`config.mk`:
```
export PLATFORM = sky130hd
export DESIGN_NAME = cpu_controller
export DESIGN_NICKNAME = d
export VERILOG_FILES = /design/src/rtl/cpu_pkg.sv /design/src/rtl/instr_class.sv /design/src/rtl/cpu_controller.sv
export SDC_FILE = /design/constraint.sdc
export NUM_CORES = 1
export LEC_CHECK = 0
export BUFFER_PORTS_ARGS = -buffer_cell sky130_fd_sc_hd__clkbuf_2
export CAP_MARGIN = 20
export CELL_PAD_IN_SITES_DETAIL_PLACEMENT = 0
export CELL_PAD_IN_SITES_GLOBAL_PLACEMENT = 2
export CORE_MARGIN = 5
export CORE_UTILIZATION = 27
export CTS_CLUSTER_DIAMETER = 120
export CTS_CLUSTER_SIZE = 14
export DETAILED_ROUTE_END_ITERATION = 6
export GPL_TIMING_DRIVEN = 0
export PLACE_DENSITY = 0.87
export SLEW_MARGIN = 0
export SYNTH_ARGS = -nofsm -noshare
export SYNTH_HDL_FRONTEND = slang
export SYNTH_SLANG_ARGS = --single-unit
```
`constraint.sdc`:
```
create_clock -name clk -period 2.2 [get_ports clk]
set_clock_uncertainty 0.05 [all_clocks]
set_input_delay 0.44 -clock clk [delete_from_list [all_inputs] [get_ports clk]]
set_output_delay 0.44 -clock clk [all_outputs]
set_load 0.05 [all_outputs]
```
`src/rtl/cpu_pkg.sv`:
```
// Shared types and constants for the multi-cycle CPU control unit.
// Optional build macro: CPU_HALT_EN adds the S_HALT state for the 111_00 encoding.
package cpu_pkg;

   // Controller states (5-bit so the debug port can expose them directly)
   typedef enum logic [4:0] {
      S_RST   = 5'd0,
      S_IF1   = 5'd1,
      S_IF2   = 5'd2,
      S_UPC   = 5'd3,
      S_DEC   = 5'd4,
      S_IMM   = 5'd5,
      S_GET_A = 5'd6,
      S_GET_B = 5'd7,
      S_ALU   = 5'd8,
      S_WRB   = 5'd9,
      S_CMP   = 5'd10,
      S_ADDR  = 5'd11,
      S_LDA   = 5'd12,
      S_RD1   = 5'd13,
      S_RD2   = 5'd14,
      S_GET_D = 5'd15,
      S_STC   = 5'd16,
      S_STW   = 5'd17
`ifdef CPU_HALT_EN
      , S_HALT = 5'd18
`endif
   } state_t;

   // Opcode field instr[15:13]
   localparam logic [2:0] OPC_MOV  = 3'b110;
   localparam logic [2:0] OPC_ALU  = 3'b101;
   localparam logic [2:0] OPC_LDR  = 3'b011;
   localparam logic [2:0] OPC_STR  = 3'b100;
   localparam logic [2:0] OPC_HALT = 3'b111;

   // Op field instr[12:11]
   localparam logic [1:0] OP_MOVI = 2'b10;
   localparam logic [1:0] OP_MOV  = 2'b00;
   localparam logic [1:0] OP_ADD  = 2'b00;
   localparam logic [1:0] OP_CMP  = 2'b01;
   localparam logic [1:0] OP_AND  = 2'b10;
   localparam logic [1:0] OP_MVN  = 2'b11;
   localparam logic [1:0] OP_MEM  = 2'b00;
   localparam logic [1:0] OP_HALT = 2'b00;

   // RAM commands
   localparam logic [1:0] MEM_NONE  = 2'b00;
   localparam logic [1:0] MEM_READ  = 2'b01;
   localparam logic [1:0] MEM_WRITE = 2'b10;

   // One-hot register and write-back source selects
   localparam logic [2:0] NSEL_NONE  = 3'b000;
   localparam logic [2:0] NSEL_RN    = 3'b001;
   localparam logic [2:0] NSEL_RD    = 3'b010;
   localparam logic [2:0] NSEL_RM    = 3'b100;
   localparam logic [3:0] VSEL_NONE  = 4'b0000;
   localparam logic [3:0] VSEL_C     = 4'b0001;
   localparam logic [3:0] VSEL_PC    = 4'b0010;
   localparam logic [3:0] VSEL_IMM   = 4'b0100;
   localparam logic [3:0] VSEL_MDATA = 4'b1000;

   // Instruction class flags, one-hot
   typedef struct packed {
      logic movi;
      logic mov;
      logic alu;
      logic cmp;
      logic mvn;
      logic ldr;
      logic str;
      logic halt;
      logic bad;
   } class_t;

   // Full set of control strobes driven by the controller
   typedef struct packed {
      logic       load_ir;
      logic       load_pc;
      logic       reset_pc;
      logic       addr_sel;
      logic       load_addr;
      logic [1:0] mem_cmd;
      logic [2:0] nsel;
      logic [3:0] vsel;
      logic       loada;
      logic       loadb;
      logic       loadc;
      logic       loads;
      logic       asel;
      logic       bsel;
      logic       write;
      logic       halted;
   } ctrl_t;

   // Strobes for a given state; zero_a selects asel in S_ALU (MOV/MVN pass B only)
   function automatic ctrl_t state_ctrl(input state_t s, input logic zero_a);
      ctrl_t c;
      c         = '0;
      c.mem_cmd = MEM_NONE;
      c.nsel    = NSEL_NONE;
      c.vsel    = VSEL_NONE;
      case (s)
         S_RST:   begin c.reset_pc = 1'b1; c.load_pc = 1'b1; end
         S_IF1:   begin c.addr_sel = 1'b1; c.mem_cmd = MEM_READ; end
         S_IF2:   begin c.addr_sel = 1'b1; c.mem_cmd = MEM_READ; c.load_ir = 1'b1; end
         S_UPC:   c.load_pc = 1'b1;
         S_IMM:   begin c.nsel = NSEL_RN; c.vsel = VSEL_IMM; c.write = 1'b1; end
         S_GET_A: begin c.nsel = NSEL_RN; c.loada = 1'b1; end
         S_GET_B: begin c.nsel = NSEL_RM; c.loadb = 1'b1; end
         S_ALU:   begin c.loadc = 1'b1; c.asel = zero_a; end
         S_WRB:   begin c.nsel = NSEL_RD; c.vsel = VSEL_C; c.write = 1'b1; end
         S_CMP:   c.loads = 1'b1;
         S_ADDR:  begin c.bsel = 1'b1; c.loadc = 1'b1; end
         S_LDA:   c.load_addr = 1'b1;
         S_RD1:   c.mem_cmd = MEM_READ;
         S_RD2:   begin
            c.mem_cmd = MEM_READ;
            c.nsel    = NSEL_RD;
            c.vsel    = VSEL_MDATA;
            c.write   = 1'b1;
         end
         S_GET_D: begin c.nsel = NSEL_RD; c.loadb = 1'b1; end
         S_STC:   begin c.asel = 1'b1; c.loadc = 1'b1; end
         S_STW:   c.mem_cmd = MEM_WRITE;
`ifdef CPU_HALT_EN
         S_HALT:  c.halted = 1'b1;
`endif
         default: ;
      endcase
      return c;
   endfunction

endpackage

```
`src/rtl/instr_class.sv`:
```
// Combinational decode of {opcode, op} into one-hot instruction class flags.
// Optional build macro: CPU_HALT_EN (without it 111_00 decodes as bad).
module instr_class
   import cpu_pkg::*;
(
   input  logic [2:0] i_opcode,
   input  logic [1:0] i_op,
   output logic       o_is_movi,
   output logic       o_is_mov,
   output logic       o_is_alu,
   output logic       o_is_cmp,
   output logic       o_is_mvn,
   output logic       o_is_ldr,
   output logic       o_is_str,
   output logic       o_is_halt,
   output logic       o_is_bad
);

   assign o_is_movi = (i_opcode == OPC_MOV) && (i_op == OP_MOVI);
   assign o_is_mov  = (i_opcode == OPC_MOV) && (i_op == OP_MOV);
   assign o_is_mvn  = (i_opcode == OPC_ALU) && (i_op == OP_MVN);
   assign o_is_cmp  = (i_opcode == OPC_ALU) && (i_op == OP_CMP);
   assign o_is_alu  = (i_opcode == OPC_ALU) && ((i_op == OP_ADD) || (i_op == OP_AND));
   assign o_is_ldr  = (i_opcode == OPC_LDR) && (i_op == OP_MEM);
   assign o_is_str  = (i_opcode == OPC_STR) && (i_op == OP_MEM);
`ifdef CPU_HALT_EN
   assign o_is_halt = (i_opcode == OPC_HALT) && (i_op == OP_HALT);
`else
   assign o_is_halt = 1'b0;
`endif
   // Anything not recognised above runs as a NOP
   assign o_is_bad  = ~(o_is_movi | o_is_mov | o_is_mvn | o_is_cmp | o_is_alu |
                        o_is_ldr | o_is_str | o_is_halt);

endmodule

```
`src/rtl/cpu_controller.sv`:
```
// Multi-cycle control unit: fetch, decode and per-instruction strobe sequencing.
// Outputs are registered and decoded from the state being entered, so they are
// glitch-free Moore strobes aligned with the state register.
// Optional build macro: CPU_HALT_EN enables the S_HALT state for 111_00.
module cpu_controller
   import cpu_pkg::*;
#(
   parameter int MEM_CMD_W = 2
) (
   input  logic                 clk,
   input  logic                 reset,
   input  logic [15:0]          instr,
   output logic                 load_ir,
   output logic                 load_pc,
   output logic                 reset_pc,
   output logic                 addr_sel,
   output logic                 load_addr,
   output logic [MEM_CMD_W-1:0] mem_cmd,
   output logic [2:0]           nsel,
   output logic [3:0]           vsel,
   output logic                 loada,
   output logic                 loadb,
   output logic                 loadc,
   output logic                 loads,
   output logic                 asel,
   output logic                 bsel,
   output logic                 write,
   output logic                 halted,
   output logic [4:0]           state
);

   state_t r_state;
   state_t w_next;
   ctrl_t  r_ctrl;
   class_t w_cls;
   logic   w_is_movi, w_is_mov, w_is_alu, w_is_cmp, w_is_mvn;
   logic   w_is_ldr, w_is_str, w_is_halt, w_is_bad;
   logic   w_unused_instr;

   // Operand fields are consumed by the datapath, not by the controller
   assign w_unused_instr = ^instr[10:0];

   instr_class u_instr_class (
      .i_opcode  (instr[15:13]),
      .i_op      (instr[12:11]),
      .o_is_movi (w_is_movi),
      .o_is_mov  (w_is_mov),
      .o_is_alu  (w_is_alu),
      .o_is_cmp  (w_is_cmp),
      .o_is_mvn  (w_is_mvn),
      .o_is_ldr  (w_is_ldr),
      .o_is_str  (w_is_str),
      .o_is_halt (w_is_halt),
      .o_is_bad  (w_is_bad)
   );

   assign w_cls = '{movi: w_is_movi, mov: w_is_mov, alu: w_is_alu, cmp: w_is_cmp,
                    mvn: w_is_mvn, ldr: w_is_ldr, str: w_is_str, halt: w_is_halt,
                    bad: w_is_bad};

   // Successor state for a non-reset cycle
   function automatic state_t next_state(input state_t s, input class_t c);
      state_t n;
      n = S_RST;
      case (s)
         S_RST:   n = S_IF1;
         S_IF1:   n = S_IF2;
         S_IF2:   n = S_UPC;
         S_UPC:   n = S_DEC;
         S_DEC: begin
            if (c.movi)                         n = S_IMM;
            else if (c.mov || c.mvn)            n = S_GET_B;
            else if (c.alu || c.cmp || c.ldr || c.str) n = S_GET_A;
`ifdef CPU_HALT_EN
            else if (c.halt)                    n = S_HALT;
            else if (c.bad)                     n = S_IF1;
`else
            else if (c.bad || c.halt)           n = S_IF1;
`endif
            else                                n = S_IF1;
         end
         S_IMM:   n = S_IF1;
         S_GET_A: n = (c.ldr || c.str) ? S_ADDR : S_GET_B;
         S_GET_B: n = c.cmp ? S_CMP : S_ALU;
         S_ALU:   n = S_WRB;
         S_WRB:   n = S_IF1;
         S_CMP:   n = S_IF1;
         S_ADDR:  n = S_LDA;
         S_LDA:   n = c.ldr ? S_RD1 : S_GET_D;
         S_RD1:   n = S_RD2;
         S_RD2:   n = S_IF1;
         S_GET_D: n = S_STC;
         S_STC:   n = S_STW;
         S_STW:   n = S_IF1;
`ifdef CPU_HALT_EN
         S_HALT:  n = S_HALT;
`endif
         default: n = S_RST;
      endcase
      return n;
   endfunction

   assign w_next = next_state(r_state, w_cls);

   // State register plus registered strobes for the state being entered
   always_ff @(posedge clk) begin
      if (reset) begin
         r_state <= S_RST;
         r_ctrl  <= state_ctrl(S_RST, 1'b0);
      end else begin
         r_state <= w_next;
         r_ctrl  <= state_ctrl(w_next, w_is_mov | w_is_mvn);
      end
   end

   assign load_ir   = r_ctrl.load_ir;
   assign load_pc   = r_ctrl.load_pc;
   assign reset_pc  = r_ctrl.reset_pc;
   assign addr_sel  = r_ctrl.addr_sel;
   assign load_addr = r_ctrl.load_addr;
   assign mem_cmd   = MEM_CMD_W'(r_ctrl.mem_cmd);
   assign nsel      = r_ctrl.nsel;
   assign vsel      = r_ctrl.vsel;
   assign loada     = r_ctrl.loada;
   assign loadb     = r_ctrl.loadb;
   assign loadc     = r_ctrl.loadc;
   assign loads     = r_ctrl.loads;
   assign asel      = r_ctrl.asel;
   assign bsel      = r_ctrl.bsel;
   assign write     = r_ctrl.write;
   assign state     = r_state;
`ifdef CPU_HALT_EN
   assign halted    = r_ctrl.halted;
`else
   assign halted    = 1'b0;
`endif

endmodule

```
### Word-level counts from Yosys, hierarchy flattened

Cells that the tools add are included.
W data, S select, Z words.

* reductions and logical operators: 25
* equal/unequal tests: 40
* bitwise gates (word level): 1
* mux-type cells: 22

Operators by type and width (number)
* $eq A5 B4 Y1 const B: 16
* $pmux W5 S13: 1
* $eq A5 B3 Y1 const B: 7
* $eq A5 B2 Y1 const B: 4
* $eq A5 B5 Y1 const B: 4
* $pmux W4 S3: 1
* $mux W1: 11
* $eq A5 B1 Y1 const B: 2
* $logic_not A5 Y1: 2
* $eq A3 B3 Y1 const B: 3
* $mux W3: 3
* $pmux W3 S3: 1
* $reduce_or A3 Y1: 3
* $reduce_or A2 Y1: 4
* $logic_and A1 B1 Y1: 7
* $logic_or A1 B1 Y1: 6
* $reduce_or A6 Y1: 1
* $eq A2 B2 Y1 const B: 2
* $mux W2: 2
* $mux W4: 1
* $pmux W2 S2: 1
* $reduce_or A4 Y1: 1
* $eq A3 B2 Y1 const B: 1
* $eq A2 B1 Y1 const B: 1
* 3 further kinds: 3

* logic and storage cells: 104
* output and inout port bits: 27
* register bits after elaboration: 26

### Logic depth before layout (Yosys ltp)

Gate-level depths: netlist of the first run.

* depth in word-level cells: 13
* depth in mapped cells: 7
* mapped depth without buffers: 6

### Modules after synthesis

From an unflattened synthesis of the first run, not the netlist that was laid out.

* cell total of the unflattened synthesis: 142
* area total of the unflattened synthesis: 1267.5 sq um

Modules (own cells, without submodules)
* cpu_controller: area each 1148.6 sq um, cells each 121, times used 1
* instr_class: area each 118.9 sq um, cells each 21, times used 1

### Worst setup path before layout of the first run

OpenSTA, ideal clock, no wires.

* kind: flip-flop to flip-flop
* from: register r_state[2], in the netlist state[2]
* to: register r_ctrl, in the netlist mem_cmd[0]
* stages on the path, launching flop included: 7
* clock period less this slack: 2.167 ns
* path buffers: 0
* library setup time: 0.079 ns
* arrival time: 2.038 ns
* path slack: 0.033 ns
* cell sequence: dfxtp_1 > or3b_1 > a21oi_1 > a211oi_1 > a211oi_4 > xnor2_1 > a211oi_2

* word-level cells in the longest chain between the ends: 6
* elaborated cells on any way between the ends: 27
* classes of those cells: 22 x eq/ne; 2 x mux; 3 x reduce/logical

RTL lines
* start: declaration: RTL line cpu_controller.sv:32 `state_t r_state;`
* start signal: assignment: RTL line cpu_controller.sv:111 `r_state <= w_next;`
* $eq A5 B5 Y1 (tied with other cells): RTL line cpu_controller.sv:65 `case (s)`
* $reduce_or A6 Y1 (no source line)
* $pmux W5 S13 (*): RTL line cpu_controller.sv:65
* $eq A5 B4 Y1 (tied with other cells): RTL line cpu_pkg.sv:103 `case (s)`
* $reduce_or A4 Y1 (no source line)
* $pmux W2 S2 (*): RTL line cpu_pkg.sv:103
* end signal: assignment: RTL line cpu_controller.sv:109 `r_ctrl <= state_ctrl(S_RST, 1'b0);`
* end signal: assignment: RTL line cpu_controller.sv:112 `r_ctrl <= state_ctrl(w_next, w_is_mov | w_is_mvn);`
* end: declaration: RTL line cpu_controller.sv:34 `ctrl_t r_ctrl;`

Mark *: on every way between the ends. The rest lies on a longest branch, timed or not.
A chain may end at the register's enable or synchronous reset.

### Final worst setup path of the first run

* from: register r_state[0], in the netlist state[0]
* to: register r_ctrl, in the netlist bsel

* word-level cells in the longest chain between the ends: 5
* elaborated cells on any way between the ends: 22
* classes of those cells: 18 x eq/ne; 2 x mux; 2 x reduce/logical

RTL lines (RTL line)
* $eq A5 B5 Y1 (tied with other cells): cpu_controller.sv:65
* $reduce_or A6 Y1 (no source line)
* $pmux W5 S13 (*): cpu_controller.sv:65
* $eq A5 B4 Y1 (*): cpu_pkg.sv:103
* $mux W1 (*): cpu_pkg.sv:103

Marked as above.

==> results of run 1 <==
[worst max-delay path: cells and delay by family (launching register included)]
kind | cells | cell delay (ns)
and+or+nand+nor | 4 | 1.15
AOI/OAI and AO/OA | 2 | 0.40
DFF | 1 | 0.37
[power by group]
group          internal, mW  leakage, nW  switching [mW]
sequential            0.504        0.204          0.0345
combinational         0.231        0.447           0.517
clock                 0.128       0.0217           0.137
total                 0.862        0.672           0.688
[cells in the mapped netlist (all sizes together)]
master	count
nand2b	5
nor4	1
or2	1
and2	1
nor3b	1
or3b	2
xnor2	1
conb	1
nor3	10
o21a	1
a21o	1
o221a	1
xor2	1
o211ai	2
mux2i	1
nand3b	3
o41ai	2
nor2	20
a211oi	4
o21ai	5
a311oi	1
nand2	15
or3	2
clkbuf	5
o211a	1
buf	5
a31oi	4
maj3	1
a21oi	4
dfxtp	25
nor4b	1
o31ai	2
a22oi	1
a211o	1
and3b	1
o31a	1
a21boi	1
nand3	6
inv	3
o21bai	2
nor2b	4
and3	1
[layer usage]
layer  vias to the layer above  GRT usage  part of all wire
met5                         -          0                 0
met4                         0     0.0405             0.017
met3                         4    0.00810             0.032
met2                        29      0.157              0.43
met1                       527      0.161              0.53
li1                        611          -                 -
[layout make-up]
cell class                 instances  area [um2]
inverter                           3        11.3
timing repair buffer              31         158
buffer                            10        55.1
clock buffer                       3        41.3
clock inverter                     1        7.51
multi-input combinational        115         741
sequential                        25         502
fill                             483        2830
tap                               52        65.1
[how the worst max path moves through the flow]
stage / slack (ns) / endpoint / start / cells past startpoint
after CTS: 0.06 / mem_cmd[0] / state[2] / 6
final: 0.16 / bsel / state[0] / 6
after floorplan: 0.03 / mem_cmd[0] / state[2] / 6
after global routing: 0.04 / bsel / state[1] / 6
after detailed placement: -0.15 / mem_cmd[0] / instr[15] / 7
after global placement: -0.10 / mem_cmd[0] / instr[15] / 7
[cell families (layout without fill, tap and decap cells)]
family	count (synthesis)	after routing	synth area share
AND/OR/NAND/NOR	74	74	0.302
AO/OA/AOI/OAI	34	35	0.214
flip-flops	25	25	0.401
buffers and inverters	13	48	0.0491
XOR/XNOR	2	2	0.0140
adder cells (fa/ha/maj)	1	1	0.00903
other	1	2	0.00301
multiplexers	1	1	0.00802
[registers in the layout, summed over array words and instances, names as in the netlist]
name and flops:
load_addr 1, mem_cmd 2, loada 1, loadb 1, reset_pc 1, addr_sel 1, nsel 3, asel 1
write 1, load_pc 1, vsel 3, loadc 1, bsel 1, loads 1, state 5, load_ir 1
[repair_timing]
action	in CTS	in global routing
gates resized for setup	0	14
hold buffers	0	0
setup endpoints to repair	0	10
buffers inserted	0	1
==> results.sh, run 1 <==
export IMPL_run_status="finished clean"
export IMPL_maxCapViolCount=0
export IMPL_ys_types=47
export IMPL_drt_iter0_drc=66
export IMPL_r2r_end="bsel"
export IMPL_path_max_fanout=6
export IMPL_synth_seq_area_share=0.401
export IMPL_timing_rr_start="state[0]"
export IMPL_worstSetupPathType="reg -> reg"
export IMPL_instances_no_fill=240
export IMPL_netlist_instances=151
export IMPL_start_util=0.283
export IMPL_worst_hold_slack_ns=0.436
export IMPL_placed_area_mm2=0.00147
export IMPL_grt_pass1_wl_um=5440
export IMPL_power_leakage_nw=0.672
export IMPL_die_area_mm2=0.00608
export IMPL_grt_pass1_vias=1115
export IMPL_clk_pin_slew_worst_paths_ns=0.08
export IMPL_holdPathEnd="loadb"
export IMPL_dp_hpwl_um=2460
export IMPL_start_kind="register"
export IMPL_ant_nets=0
export IMPL_place_congestion=0.796
export IMPL_r2r_slack_ns=0.16
export IMPL_area_delta_synth_final_pct=26.7
export IMPL_fin_nets=207
export IMPL_die_y_um=78.0
export IMPL_relSlewSlack=0.616
export IMPL_final_cell_mix="clkbuf_2, dfxtp_1, nor2_1"
export IMPL_synth_top_area_cell="dfxtp_1"
export IMPL_clock_path_buffers=2
export IMPL_clk_latency_ns=0.26
export IMPL_h_tree_depth=1
export IMPL_reg2regPathDepth=6
export IMPL_routed_via_count=1171
export IMPL_setup_slack_ns=0.165
export IMPL_std_cell_rows=24
export IMPL_end_kind="register"
export IMPL_ys_seq_elements=25
export IMPL_yosys_top_cells_area="dfxtp_1, nor2_1, nand2_1"
export IMPL_clk_root_buffer_cell="clkbuf_8"
export IMPL_io_buffers=30
export IMPL_setup_viol=0
export IMPL_drt_pass1_iterations=4
export IMPL_grt_use_total=0.107
export IMPL_p_per_area_mw_per_mm2=981
export IMPL_final_common_cell="clkbuf_2"
export IMPL_num_io_pins=45
export IMPL_required_ns=2.36
export IMPL_die_w_um=78.0
export IMPL_place_inst=234
export IMPL_hold_violations=0
export IMPL_wl_per_cell_um=13.7
export IMPL_slew_viol_final=0
export IMPL_syn_avg_cell_area_um2=8.26
export IMPL_crit_slowest_cell="or3b_1"
export IMPL_cts_made_buffers=3
export IMPL_clock_sinks=25
export IMPL_post_synth_top_area_fraction=0.401
export IMPL_syn_area_mm2=0.00125
export IMPL_period_minus_slack_ns=2.04
export IMPL_antenna_found_initial=0
export IMPL_post_route_drc_count=0
export IMPL_diodes=0
export IMPL_core_area_mm2=0.00441
export IMPL_total_power_mw=1.55
export IMPL_whs_path_depth=3
export IMPL_yosys_warnings=0
export IMPL_setup_tns_ns=0
export IMPL_rsz0062_at_grt="no"
export IMPL_finish_utilization=0.358
export IMPL_post_route_cell_area_mm2=0.00158
export IMPL_grt_max_degree=16
export IMPL_pre_cts_slack_ns=-0.152
export IMPL_drt_vias_per_instance=4.88
export IMPL_worst_pin_slew_ns=0.575
export IMPL_fin_crit_sh=0.925
export IMPL_slowest_delay_ns=0.45
export IMPL_drt_total_wl_um=3280
export IMPL_min_from="reset"
export IMPL_cts_tree="yes"
export IMPL_vdd_drop_max_mv=0.398
export IMPL_grt_ovfl_total=0
export IMPL_fmax_ghz=0.491
export IMPL_critPathArrivalTime_ns=2.19
export IMPL_min_path_type="in -> reg"
export IMPL_drive_above_1_share=0.314
export IMPL_worstPathCellList="or3b_1, nor3_2, o211a_1, a211oi_4, or3_1, nor2_1"
(Power assumes the default switching activity.)
==> inputs of run 2 (changes only) <==
--- a/config.mk
+++ b/config.mk
@@ -10,12 +10,13 @@
 export CELL_PAD_IN_SITES_DETAIL_PLACEMENT = 0
 export CELL_PAD_IN_SITES_GLOBAL_PLACEMENT = 2
 export CORE_MARGIN = 5
-export CORE_UTILIZATION = 27
+export CORE_UTILIZATION = 24
 export CTS_CLUSTER_DIAMETER = 120
 export CTS_CLUSTER_SIZE = 14
 export DETAILED_ROUTE_END_ITERATION = 6
 export GPL_TIMING_DRIVEN = 0
-export PLACE_DENSITY = 0.87
+export PLACE_DENSITY = 0.82
+export SETUP_SLACK_MARGIN = 0.2
 export SLEW_MARGIN = 0
 export SYNTH_ARGS = -nofsm -noshare
 export SYNTH_HDL_FRONTEND = slang
==> constraint.sdc (replaced) <==
create_clock -name clk -period 1.8 [get_ports clk]
set_clock_uncertainty 0.05 [all_clocks]
set_input_delay 0.36 -clock clk [delete_from_list [all_inputs] [get_ports clk]]
set_output_delay 0.36 -clock clk [all_outputs]
set_load 0.05 [all_outputs]
==> results.sh, run 2 (synthesized netlist as in run 1, its figures left out) <==
export IMPL_reg2regPathDepth=7
export IMPL_post_route_drc_count=0
export IMPL_drive_above_1_share=0.507
export IMPL_crit_family="simple AND/OR/NAND/NOR gates"
export IMPL_drt_vias_per_instance=4.62
export IMPL_slowest_delay_ns=0.42
export IMPL_core_area_mm2=0.00507
export IMPL_period_minus_slack_ns=1.91
export IMPL_final_common_cell="clkbuf_2"
export IMPL_start_kind="register"
export IMPL_std_cell_rows=26
export IMPL_critPathArrivalTime_ns=2.06
export IMPL_end_kind="register"
export IMPL_clk_latency_ns=0.26
export IMPL_die_area_mm2=0.00674
export IMPL_grt_use_total=0.112
export IMPL_wl_per_cell_um=13.0
export IMPL_timing_rr_start="state[1]"
export IMPL_clock_sinks=25
export IMPL_hold_violations=0
export IMPL_drt_total_wl_um=3610
export IMPL_io_buffers=30
export IMPL_worstPathCellList="or3b_4, nand2b_4, a31oi_4, a211oi_2, buf_4, or3_4, nor2_1"
export IMPL_fmax_ghz=0.525
export IMPL_placed_area_mm2=0.00157
export IMPL_r2r_slack_ns=-0.11
export IMPL_num_io_pins=45
export IMPL_maxCapViolCount=0
export IMPL_relSlewSlack=0.594
export IMPL_dp_hpwl_um=2640
export IMPL_worstSetupPathType="reg -> reg"
export IMPL_r2r_end="bsel"
export IMPL_slew_viol_final=0
export IMPL_failed_checks="negative setup slack"
export IMPL_place_congestion=0.806
export IMPL_setup_slack_ns=-0.106
export IMPL_finish_utilization=0.393
export IMPL_min_from="reset"
export IMPL_post_route_cell_area_mm2=0.00200
export IMPL_critical_path_buf_inv_count=1
export IMPL_drt_iter0_drc=46
export IMPL_start_util=0.246
export IMPL_run_status="finished with violations"
export IMPL_h_tree_depth=1
export IMPL_die_w_um=82.1
export IMPL_ant_nets=0
export IMPL_cts_hold_buffers=0
export IMPL_grt_pass1_vias=1278
export IMPL_clk_root_buffer_cell="clkbuf_8"
export IMPL_area_delta_synth_final_pct=60.1
export IMPL_drt_pass1_iterations=4
export IMPL_p_per_area_mw_per_mm2=1160
export IMPL_routed_via_count=1279
export IMPL_die_y_um=82.1
export IMPL_worst_pin_slew_ns=0.609
export IMPL_whs_path_depth=3
export IMPL_grt_pass1_wl_um=5910
export IMPL_rsz0062_at_grt="yes"
export IMPL_clock_path_buffers=2
export IMPL_vdd_drop_max_mv=0.482
export IMPL_cts_tree="yes"
export IMPL_fin_crit_sh=1.06
export IMPL_antenna_found_initial=0
export IMPL_grt_ovfl_total=0
export IMPL_crit_slowest_cell="or3b_4"
export IMPL_required_ns=1.95
export IMPL_min_path_type="in -> reg"
export IMPL_holdPathEnd="nsel[2]"
export IMPL_grt_max_degree=14
export IMPL_largest_reg_flops=5
export IMPL_setup_viol=15
export IMPL_diodes=0
export IMPL_clk_pin_slew_worst_paths_ns=0.08
export IMPL_final_cell_mix="clkbuf_2, dfxtp_1, buf_4"
export IMPL_path_max_fanout=3
export IMPL_cts_made_buffers=3
export IMPL_power_leakage_nw=0.855
export IMPL_fin_nets=226
## run 2: cell types whose count changed in the layout (fill, tap and decap cells not counted), sizes merged
cell and change:
a211oi -1, buf +22, clkbuf -1, clkinvlp -1
## run 2: area by class of cell
cell class | count | area, um2
plain buffers | 10 | 86.3
clock buffers | 4 | 45.0
fillers | 552 | 3080
inverters | 3 | 11.3
multi-input cells | 114 | 897
flip-flops and latches | 25 | 514
well taps | 70 | 87.6
repair buffers | 51 | 355
## run 2: worst max-delay path by stage
stage          startpoint       to  cells after the start
2_1_floorplan    state[2]     bsel                      6
3_3_place_gp    instr[15]  load_ir                      7
3_5_place_dp    instr[15]  load_ir                      7
4_1_cts          state[1]    loads                      7
5_1_grt          state[2]     bsel                      6
6_report         state[1]     bsel                      7
## run 2: timing repair
item                       CTS  global route
gates resized for setup     29            16
cloned                       0             0
setup endpoints to repair   22            22
buffers inserted            16             5
pin swaps                   14            15
## run 2: layer usage
layer	GRT usage	up-vias	routed length (um)
li1	-	641	-
met2	0.191	19	1800
met5	0	-	0
met1	0.147	615	1660
met4	0.00997	0	23
met3	0.0315	4	119
## run 2: where the power goes
group,total (mW),leakage [nW],switching (mW),internal (mW)
clock network,0.319,0.0228,0.161,0.158
logic,1.34,0.626,0.755,0.580
registers,0.658,0.206,0.0354,0.623
total,2.31,0.855,0.952,1.36
## run 2: through the flow
| stage | power (mW) | setup WS (ns) | TNS, ns | hold slack, ns | std cells |
|---|---|---|---|---|---|
| after floorplan | 1.37 | -0.0655 | -0.386 | 0.510 | 152 |
| after global placement | 1.57 | -0.480 | -6.30 | 0.635 | 252 |
| after detailed placement | 1.56 | -0.475 | -5.79 | 0.628 | 252 |
| after CTS | 2.18 | -0.144 | -1.55 | 0.334 | 272 |
| after global routing | 2.45 | -0.168 | -1.95 | 0.333 | 277 |
| final | 2.31 | -0.106 | -0.928 | 0.334 | 277 |
## run 2: tightest hold or removal path: cells and delay by family
kind                   cells  cell delay (ns)
buffers and inverters      1             0.09
AND/OR/NAND/NOR            2             0.16
==> inputs of run 3 (changes only) <==
--- a/config.mk
+++ b/config.mk
@@ -10,12 +10,12 @@
 export CELL_PAD_IN_SITES_DETAIL_PLACEMENT = 0
 export CELL_PAD_IN_SITES_GLOBAL_PLACEMENT = 2
 export CORE_MARGIN = 5
-export CORE_UTILIZATION = 24
+export CORE_UTILIZATION = 27
 export CTS_CLUSTER_DIAMETER = 120
 export CTS_CLUSTER_SIZE = 14
 export DETAILED_ROUTE_END_ITERATION = 6
 export GPL_TIMING_DRIVEN = 0
-export PLACE_DENSITY = 0.82
+export PLACE_DENSITY = 0.87
 export SETUP_SLACK_MARGIN = 0.2
 export SLEW_MARGIN = 0
 export SYNTH_ARGS = -nofsm -noshare
==> constraint.sdc (replaced) <==
create_clock -name clk -period 1.9 [get_ports clk]
set_clock_uncertainty 0.05 [all_clocks]
set_input_delay 0.38 -clock clk [delete_from_list [all_inputs] [get_ports clk]]
set_output_delay 0.38 -clock clk [all_outputs]
set_load 0.05 [all_outputs]
==> results.sh, run 3 (synthesized netlist as in run 1, its figures left out) <==
export IMPL_hold_violations=0
export IMPL_setup_viol=2
export IMPL_min_path_type="in -> reg"
export IMPL_vdd_drop_max_mv=0.393
export IMPL_final_common_cell="clkbuf_2"
export IMPL_die_area_mm2=0.00608
export IMPL_place_congestion=0.804
export IMPL_drt_vias_per_instance=5.05
export IMPL_worstSetupPathType="reg -> reg"
export IMPL_grt_use_total=0.114
export IMPL_h_tree_depth=1
export IMPL_run_status="finished with violations"
export IMPL_p_per_area_mw_per_mm2=1100
export IMPL_clock_sinks=25
export IMPL_cts_tree="yes"
export IMPL_drt_total_wl_um=3460
export IMPL_start_util=0.283
export IMPL_place_inst=234
export IMPL_slowest_delay_ns=0.41
export IMPL_io_buffers=30
export IMPL_largest_reg_flops=5
export IMPL_setup_tns_ns=-0.0533
export IMPL_cts_hold_buffers=0
export IMPL_pwr_share_comb=0.533
export IMPL_crit_family="simple AND/OR/NAND/NOR gates"
export IMPL_worstPathCellList="or3b_4, nor3_4, o211a_1, a211oi_4, buf_6, or3_4, nor2_1"
export IMPL_dp_hpwl_um=2510
export IMPL_fin_crit_sh=1.02
export IMPL_wl_per_cell_um=13.9
export IMPL_required_ns=2.05
export IMPL_switching_share=0.425
export IMPL_instances_no_fill=249
export IMPL_worst_pin_slew_ns=0.551
export IMPL_ant_nets=0
export IMPL_core_area_mm2=0.00441
export IMPL_critical_path_buf_inv_count=1
export IMPL_failed_checks="negative setup slack"
export IMPL_slew_viol_final=0
export IMPL_crit_slowest_cell="or3b_4"
export IMPL_fmax_ghz=0.518
export IMPL_total_power_mw=2.00
export IMPL_antenna_found_initial=0
export IMPL_relSlewSlack=0.633
export IMPL_start_kind="register"
export IMPL_clk_root_buffer_cell="clkbuf_8"
export IMPL_fin_nets=216
export IMPL_period_minus_slack_ns=1.93
export IMPL_maxCapViolCount=0
export IMPL_post_route_drc_count=0
export IMPL_switchingPower_mw=0.850
export IMPL_seqPwrFrac=0.315
export IMPL_path_max_fanout=5
export IMPL_finish_utilization=0.411
export IMPL_end_kind="register"
export IMPL_grt_pass1_wl_um=5730
export IMPL_diodes=0
export IMPL_std_cell_rows=24
export IMPL_area_delta_synth_final_pct=45.5
export IMPL_clock_path_buffers=2
export IMPL_fillers=463
export IMPL_clk_latency_ns=0.26
export IMPL_grt_max_degree=14
export IMPL_power_leakage_nw=0.786
export IMPL_die_y_um=78.0
export IMPL_grt_pass1_vias=1206
export IMPL_pre_cts_slack_ns=-0.341
export IMPL_clock_power_share=0.152
export IMPL_critPathArrivalTime_ns=2.09
export IMPL_rsz0062_at_grt="yes"
export IMPL_die_w_um=78.0
export IMPL_clk_pin_slew_worst_paths_ns=0.08
export IMPL_routed_via_count=1257
export IMPL_grt_ovfl_total=0
export IMPL_cts_made_buffers=3
export IMPL_drt_iter0_drc=71
export IMPL_setup_slack_ns=-0.0316
export IMPL_drive_above_1_share=0.437
export IMPL_intPower_mw=1.15
export IMPL_final_cell_mix="clkbuf_2, dfxtp_1, nor2_1"
export IMPL_drt_pass1_iterations=4
export IMPL_num_io_pins=45
run 3: changes by cell type in the layout (fill, tap and decap cells not counted), moves of 2 or more:
cell,delta
nor2_2,-4
buf_4,-6
a21oi_1,+2
buf_12,-2
nor2_1,+4
a21oi_2,-2
buf_6,-3
run 3: metal layers:
layer | GRT usage | part of all wire
met2 | 0.175 | 0.43
met1 | 0.160 | 0.49
met4 | 0.0456 | 0.021
met3 | 0.0139 | 0.060
met5 | 0 | 0
run 3: what timing repair did:
action | CTS | global route
setup endpoints to repair | 20 | 21
gates resized for setup | 16 | 14
hold endpoints to repair | 0 | 0
pin swaps | 10 | 11
setup buffers | 8 | 3
gates cloned | 0 | 0
run 3: layout make-up:
class / count / area, um2 / share of cell area
multi-input combinational: 114 / 857 / 0.472
inverter: 3 / 13.8 / 0.00758
tap: 52 / 65.1 / 0.0358
clock buffer: 4 / 45.0 / 0.0248
sequential: 25 / 514 / 0.283
buffer: 10 / 73.8 / 0.0407
timing repair buffer: 41 / 246 / 0.136
run 3: worst register-to-register path: stages (launching register included):
cell and delay, ns:
dfxtp_4 0.38, or3b_4 0.41, nor3_4 0.14, o211a_1 0.25, a211oi_4 0.08, buf_6 0.16, or3_4 0.33, nor2_1 0.09
run 3: path summary, 6_finish.rpt:
check,cells past startpoint,from,slack [ns],to
max,7,state[2],-0.03,vsel[0]
min,3,reset,0.37,loadb
max reg2reg,7,state[2],-0.03,vsel[0]
min reg2reg,3,state[3],0.62,loadc
run 3: power by group through the flow:
stage / registers [mW] / clock network (mW) / logic [mW]
2_1_floorplan: 0.838 / 0 / 0.461
3_3_place_gp: 0.644 / 0 / 0.835
3_5_place_dp: 0.643 / 0 / 0.834
4_1_cts: 0.629 / 0.308 / 0.981
5_1_grt: 0.642 / 0.328 / 1.14
6_report: 0.630 / 0.304 / 1.07
run 3: per-stage QoR:
step                hold slack [ns]  cell area, um2
floorplan                     0.530            1340
global placement              0.651            1550
detailed placement            0.634            1550
CTS                           0.374            1730
global route                  0.404            1820
finish                        0.373            1820
